<file path="config.mk">
export PLATFORM = sky130hd
export DESIGN_NAME = var_states_bin_io
export DESIGN_NICKNAME = d
export VERILOG_FILES = /design/src/rtl/var_states_bin_io.sv
export SDC_FILE = /design/constraint.sdc
export NUM_CORES = 1
export LEC_CHECK = 0
export CORE_UTILIZATION = 52
export CTS_CLUSTER_DIAMETER = 150
export CTS_CLUSTER_SIZE = 24
export DETAILED_ROUTE_END_ITERATION = 8
export PLACE_DENSITY_LB_ADDON = 0.05
export RECOVER_POWER = 100
export SYNTH_ARGS = -nofsm -noshare
export SYNTH_HDL_FRONTEND = slang
export SYNTH_SLANG_ARGS = --single-unit
</file>
<file path="constraint.sdc">
create_clock -name clk -period 6 [get_ports clk]
set_input_delay 0.6 -clock clk [delete_from_list [all_inputs] [get_ports clk]]
set_output_delay 0.6 -clock clk [all_outputs]
set_load 0.02 [all_outputs]
</file>
<file path="src/rtl/var_states_bin_io.sv">
// Bridge between per-bin variable-state memory and the Sat Engine state array (LOAD / STORE).
// Optional macro VAR_STATES_IO_SKIP_FREE_EN: STORE suppresses writes of unassigned (value 0) variables.
module var_states_bin_io #(
    parameter int NUM_VARS         = 8,
    parameter int WIDTH_VAR_STATES = 19,
    parameter int WIDTH_ADDR       = 16
) (
    input  logic                                 clk,
    input  logic                                 rst,
    input  logic                                 start_load_i,
    input  logic                                 start_store_i,
    input  logic [WIDTH_ADDR-1:0]                base_addr_i,
    output logic                                 busy_o,
    output logic                                 done_o,
    output logic                                 mem_rd_en_o,
    output logic [WIDTH_ADDR-1:0]                mem_rd_addr_o,
    input  logic [WIDTH_VAR_STATES-1:0]          mem_rd_data_i,
    output logic                                 mem_wr_en_o,
    output logic [WIDTH_ADDR-1:0]                mem_wr_addr_o,
    output logic [WIDTH_VAR_STATES-1:0]          mem_wr_data_o,
    output logic [NUM_VARS-1:0]                  wr_states_o,
    output logic [WIDTH_VAR_STATES*NUM_VARS-1:0] vars_states_o,
    input  logic [WIDTH_VAR_STATES*NUM_VARS-1:0] vars_states_i
);

    localparam int CW = (NUM_VARS > 1) ? $clog2(NUM_VARS) : 1;
    localparam int W  = WIDTH_VAR_STATES;
    localparam int PW = WIDTH_VAR_STATES * NUM_VARS;

    typedef enum logic [2:0] {
        IDLE,
        LOAD_RD,
        LOAD_DRAIN,
        STORE_WR,
        DONE
    } state_t;

    state_t                r_state;
    logic [CW-1:0]         r_cnt;
    logic [WIDTH_ADDR-1:0] r_base;
    logic [PW-1:0]         r_snap;
    logic                  r_busy;
    logic                  r_done;
    logic                  r_rdEn;
    logic [WIDTH_ADDR-1:0] r_rdAddr;
    logic                  r_wrEn;
    logic [WIDTH_ADDR-1:0] r_wrAddr;
    logic [W-1:0]          r_wrData;
    logic [NUM_VARS-1:0]   r_wrStates;

    logic [CW-1:0]         w_nextIdx;
    logic [WIDTH_ADDR-1:0] w_nextAddr;
    logic [W-1:0]          w_nextWord;
    logic [W-1:0]          w_firstWord;
    logic                  w_nextKeep;
    logic                  w_firstKeep;
    logic                  w_lastIdx;
    logic [NUM_VARS-1:0]   w_strobe;

    // Variable 0 sits in the most significant slot of the packed bus.
    function automatic logic [W-1:0] slotOf(input logic [PW-1:0] bus, input logic [CW-1:0] idx);
        slotOf = bus[W*(NUM_VARS-1-int'(idx)) +: W];
    endfunction

    assign w_nextIdx   = r_cnt + CW'(1);
    assign w_nextAddr  = r_base + WIDTH_ADDR'(w_nextIdx);
    assign w_nextWord  = slotOf(r_snap, w_nextIdx);
    assign w_firstWord = slotOf(vars_states_i, '0);
    assign w_lastIdx   = (r_cnt == CW'(NUM_VARS-1));

`ifdef VAR_STATES_IO_SKIP_FREE_EN
    assign w_nextKeep  = |w_nextWord[W-1 -: 3];
    assign w_firstKeep = |w_firstWord[W-1 -: 3];
`else
    assign w_nextKeep  = 1'b1;
    assign w_firstKeep = 1'b1;
`endif

    always_comb begin
        w_strobe = '0;
        for (int i = 0; i < NUM_VARS; i++) begin
            w_strobe[i] = (r_cnt == CW'(NUM_VARS-1-i));
        end
    end

    always_ff @(posedge clk) begin
        if (rst) begin
            r_state    <= IDLE;
            r_cnt      <= '0;
            r_base     <= '0;
            r_snap     <= '0;
            r_busy     <= 1'b0;
            r_done     <= 1'b0;
            r_rdEn     <= 1'b0;
            r_rdAddr   <= '0;
            r_wrEn     <= 1'b0;
            r_wrAddr   <= '0;
            r_wrData   <= '0;
            r_wrStates <= '0;
        end else begin
            r_done     <= 1'b0;
            r_rdEn     <= 1'b0;
            r_rdAddr   <= '0;
            r_wrEn     <= 1'b0;
            r_wrAddr   <= '0;
            r_wrData   <= '0;
            r_wrStates <= '0;
            case (r_state)
                IDLE: begin
                    if (start_load_i) begin
                        r_base   <= base_addr_i;
                        r_cnt    <= '0;
                        r_busy   <= 1'b1;
                        r_rdEn   <= 1'b1;
                        r_rdAddr <= base_addr_i;
                        r_state  <= LOAD_RD;
                    end else if (start_store_i) begin
                        r_base   <= base_addr_i;
                        r_snap   <= vars_states_i;
                        r_cnt    <= '0;
                        r_busy   <= 1'b1;
                        r_wrEn   <= w_firstKeep;
                        r_wrAddr <= base_addr_i;
                        r_wrData <= w_firstWord;
                        r_state  <= STORE_WR;
                    end
                end
                LOAD_RD: begin
                    // The strobe for read k lines up with its returning data one cycle later.
                    r_wrStates <= w_strobe;
                    if (w_lastIdx) begin
                        r_state <= LOAD_DRAIN;
                    end else begin
                        r_cnt    <= w_nextIdx;
                        r_rdEn   <= 1'b1;
                        r_rdAddr <= w_nextAddr;
                    end
                end
                LOAD_DRAIN: begin
                    r_busy  <= 1'b0;
                    r_done  <= 1'b1;
                    r_state <= DONE;
                end
                STORE_WR: begin
                    if (w_lastIdx) begin
                        r_busy  <= 1'b0;
                        r_done  <= 1'b1;
                        r_state <= DONE;
                    end else begin
                        r_cnt    <= w_nextIdx;
                        r_wrEn   <= w_nextKeep;
                        r_wrAddr <= w_nextAddr;
                        r_wrData <= w_nextWord;
                    end
                end
                DONE: begin
                    r_state <= IDLE;
                end
                default: begin
                    r_busy  <= 1'b0;
                    r_state <= IDLE;
                end
            endcase
        end
    end

    // Memory data arrives in the strobe cycle, so the registered strobe steers it into its slot.
    for (genvar g = 0; g < NUM_VARS; g++) begin : g_slot
        assign vars_states_o[W*(NUM_VARS-g)-1 -: W] = r_wrStates[NUM_VARS-1-g] ? mem_rd_data_i : '0;
    end

    assign busy_o        = r_busy;
    assign done_o        = r_done;
    assign mem_rd_en_o   = r_rdEn;
    assign mem_rd_addr_o = r_rdAddr;
    assign mem_wr_en_o   = r_wrEn;
    assign mem_wr_addr_o = r_wrAddr;
    assign mem_wr_data_o = r_wrData;
    assign wr_states_o   = r_wrStates;

endmodule

</file>
==> metrics.txt <==
outcome=complete, but fails checks; failing checks=capacitance limit, slew limit; R2R Path Start=r_cnt[0]; mean area per synthesized cell=8.517 sq um; sequential fraction of design power=34.3%; Worst Hold Path Cells=2; Netlist cell types=81; Critical Path AT=5.81 ns; Setup WS post-layout=0.5602 ns; PortBufs=405; maximum ir drop on the vdd rail=0.2687 mV; power density over cell area=211.9 nW/um^2; Bufs and invs on worst path=1; Worst Hold Path EP=r_base[14]; max incr delay on CP=0.87 ns; placement-stage worst setup slack=0.9672 ns; clock share of power=17.8%; cell with the biggest individual delay on the critical path=sky130_fd_sc_hd__a2111oi_0; ordered cell list for the critical path=ha_1 > ha_1 > xor2_1 > ha_4 > nand2b_1 > clkbuf_2 > o22ai_1 > nor3_1 > a21oi_1 > o32ai_1 > a2111oi_0 > o32ai_1; WS Path Type=flip-flop to flip-flop; Die Outline Area=40,410 sq um; vias after detailed routing=21,470; final setup TNS=0 ns; Met3 Routed Length=9.439 mm; Mapped Nets=2,622; RSZ-0062 raised after global routing=false; setup-violating endpoint count in the final report=0; post-synthesis cell count=2,418; depth of the most critical reg-to-reg path=12; final period demand of the worst path=5.440 ns; clock-pin transition on the worst setup and hold timing paths=0.10 ns; global-route usage over all layers=41.87%; clock skew=0.03397 ns; die width=201.0 um; clock insertion delay at the later pin of the skew report=0.53 ns; FF+latch count, synth=237; clock sink count=237; maximum fanout encountered on the critical timing path=36; total CTS buffers=13; Worst Setup Start Kind=flip-flop; fraction of power consumed by combinational cells=47.8%; clock tree from TritonCTS=done; Initial Util=53.04%; cell type group with the largest total delay on the critical path=compound AO/OA/AOI/OAI gates; H-tree depth=1; area overhead of the layout relative to synthesis=20.47%; top cells by area, synth=sky130_fd_sc_hd__dfxtp_1 (23%), sky130_fd_sc_hd__mux4_2 (15%), sky130_fd_sc_hd__mux2i_1 (8.8%); cell-internal power=3.048 mW; flop2flop setup slack=0.56 ns; antenna violation net count after detailed routing=0; Seq/Total Area, Yosys=23.04%; residual overflow from global routing=0; headroom to the max-slew limit=-125.7%; top cell types by occurrence after synthesis=sky130_fd_sc_hd__nand2_1 (428), sky130_fd_sc_hd__dfxtp_1 (237), sky130_fd_sc_hd__a21oi_1 (227), sky130_fd_sc_hd__nor2_1 (186), sky130_fd_sc_hd__mux2i_1 (181); portion of the clock cycle consumed by the worst path in the final layout=90.66%; number of nets at the end of the flow=2,872; number of max-capacitance violations reported=2; number of rows created at floorplan=72; number of DRC markers after the initial detailed-route iteration=2,632; die boundary height=201.0 um; CTS root buf=sky130_fd_sc_hd__clkbuf_16; Final Hold Violating Endpoints=0; end of the worst register-to-register path=mem_wr_data_o[15]; slew at the pin closest to its max-slew limit=3.386 ns; share of the synthesized area in the top cell type=23.04%; Final Max Slew Viols=147; switching power as a share of total power=42.04%; vias per std cell=6.736; max frequency=0.1838 GHz; CP Data Required Time=6.37 ns; worst hold slack=0.4626 ns; hold buffer count at CTS=0; capturing element type of the critical path=flip-flop; antenna violations before repair=4; uppermost signal routing layer after detailed routing=met5; HPWL after DPL=65.42 mm; most frequently used cell type in the post-synthesis netlist=sky130_fd_sc_hd__nand2_1; launch instance of the worst min-delay path=r_base[14]; core area=38,830 sq um; wire length reported by the detailed router=86.51 mm; via count of the first global-routing pass=19,860; global-route wire length before repair=129.7 mm; Synth Cell Area=20,590 sq um; post-cts repair resize count=0; Switching Power=2.210 mW; DRC Markers=0; met2 WL=38.94 mm; Post-CTS Setup Repair Bufs=0; most area-hungry cell type in the Yosys netlist=sky130_fd_sc_hd__dfxtp_1; Post-synth EDFFs=0; boundary pin count=406; share of synthesized registers carrying an async set or reset=0%; 1st-pass router iterations=6; post-DR wirelength/cell=27.14 um; Max clock buf depth=3; Static Leak=9.281 nW; Synth Flop Type=sky130_fd_sc_hd__dfxtp_1; Syn. warnings=0; global placer's final weighted congestion=1.108; fraction of final layout cells sized beyond drive strength 1=13.15%; path type of the worst min-delay path=flip-flop to flip-flop; met1 layer wirelength in the final routing=33.82 mm; maximum number of pins on one net before global-route repair=175
-- cell type report --
type / instances / area [sq um]
flip-flops and latches: 237 / 4748
fillers: 3212 / 14020
diodes: 1 / 2.502
inverters: 12 / 45.04
well taps: 518 / 648.1
clock inverters: 2 / 13.76
repair buffers: 458 / 4497
clock buffers: 14 / 329.1
multi-input cells: 1946 / 14530
-- state kept, by name, indices dropped and copies added, names as in the netlist --
signal	count
r_snap	152
mem_wr_data_o	19
mem_rd_addr_o	16
mem_wr_addr_o	16
r_base	16
wr_states_o	8
r_cnt	3
r_state	3
busy_o	1
done_o	1
mem_rd_en_o	1
mem_wr_en_o	1
-- power by group through the flow --
stage	registers (mW)	clock network, mW	logic [mW]
finish	1.80	0.938	2.52
global route	1.81	1.01	2.63
CTS	1.80	0.949	2.46
detailed placement	1.83	0	2.45
global placement	1.82	0	2.43
floorplan	1.79	0	1.70
-- metal layers --
| metal | track usage (%) | up-vias |
|---|---|---|
| met3 | 8.084 | 249 |
| met4 | 17.53 | 2 |
| met2 | 65.67 | 1505 |
| met5 | 0 | - |
| li1 | - | 9343 |
| met1 | 56.33 | 10370 |
-- kinds of logic after synthesis --
logic type	count (synthesis)	share of synthesized area, %
AND/OR/NAND/NOR	906	19.98
AO/OA/AOI/OAI	556	17.39
flip-flops	237	23.04
adder cells (fa/ha/maj)	13	0.7898
multiplexers	454	31.45
buffers and inverters	235	6.634
XOR/XNOR	17	0.7230
-- worst min-delay path, cell delays in order, from the launching register on --
cell and delay (ns):
sky130_fd_sc_hd__dfxtp_1 0.32, sky130_fd_sc_hd__nand2_1 0.05, sky130_fd_sc_hd__a21oi_1 0.05
-- layout by cell type (no fill, tap or decap), drive strengths merged, types with 12 or more instances in the layout --
| cell | synthesis | routed |
|---|---|---|
| a211oi | 36 | 36 |
| a21oi | 227 | 227 |
| a221oi | 20 | 20 |
| a22oi | 47 | 47 |
| and2 | 173 | 173 |
| buf | 98 | 46 |
| clkbuf | 125 | 22 |
| clkdlybuf4s50 | 0 | 189 |
| dfxtp | 237 | 237 |
| dlygate4sd3 | 0 | 215 |
| ha | 13 | 13 |
| inv | 10 | 13 |
| mux2 | 132 | 132 |
| mux2i | 181 | 181 |
| mux4 | 141 | 141 |
| nand2 | 428 | 428 |
| nand2b | 13 | 13 |
| nor2 | 186 | 186 |
| nor3 | 36 | 36 |
| o211ai | 12 | 12 |
| o21ai | 60 | 60 |
| o221ai | 19 | 19 |
| o22ai | 43 | 43 |
| xor2 | 13 | 13 |
-- worst max path at each step --
stage / from / cells after the start / end / slack (ns)
final: r_cnt[0] / 12 / mem_wr_data_o[15] / 0.56
after global routing: r_cnt[0] / 11 / mem_wr_data_o[15] / 0.31
after CTS: r_cnt[0] / 12 / mem_wr_data_o[15] / 0.92
after global placement: r_cnt[0] / 11 / mem_wr_data_o[15] / 1.08
after floorplan: r_cnt[0] / 21 / mem_wr_data_o[10] / 1.12
after detailed placement: r_cnt[0] / 12 / mem_wr_data_o[15] / 0.97
-- through the flow --
stage	power, mW	cells	util [%]	area, sq um
floorplan	3.492	2418	-	20590
global placement	4.254	3171	63.18	24530
detailed placement	4.280	3171	63.18	24530
CTS	5.203	3187	64.06	24870
global route	5.447	3187	63.90	24810
finish	5.258	3188	63.90	24810
No activity file was read; power rests on OpenSTA's default activity.
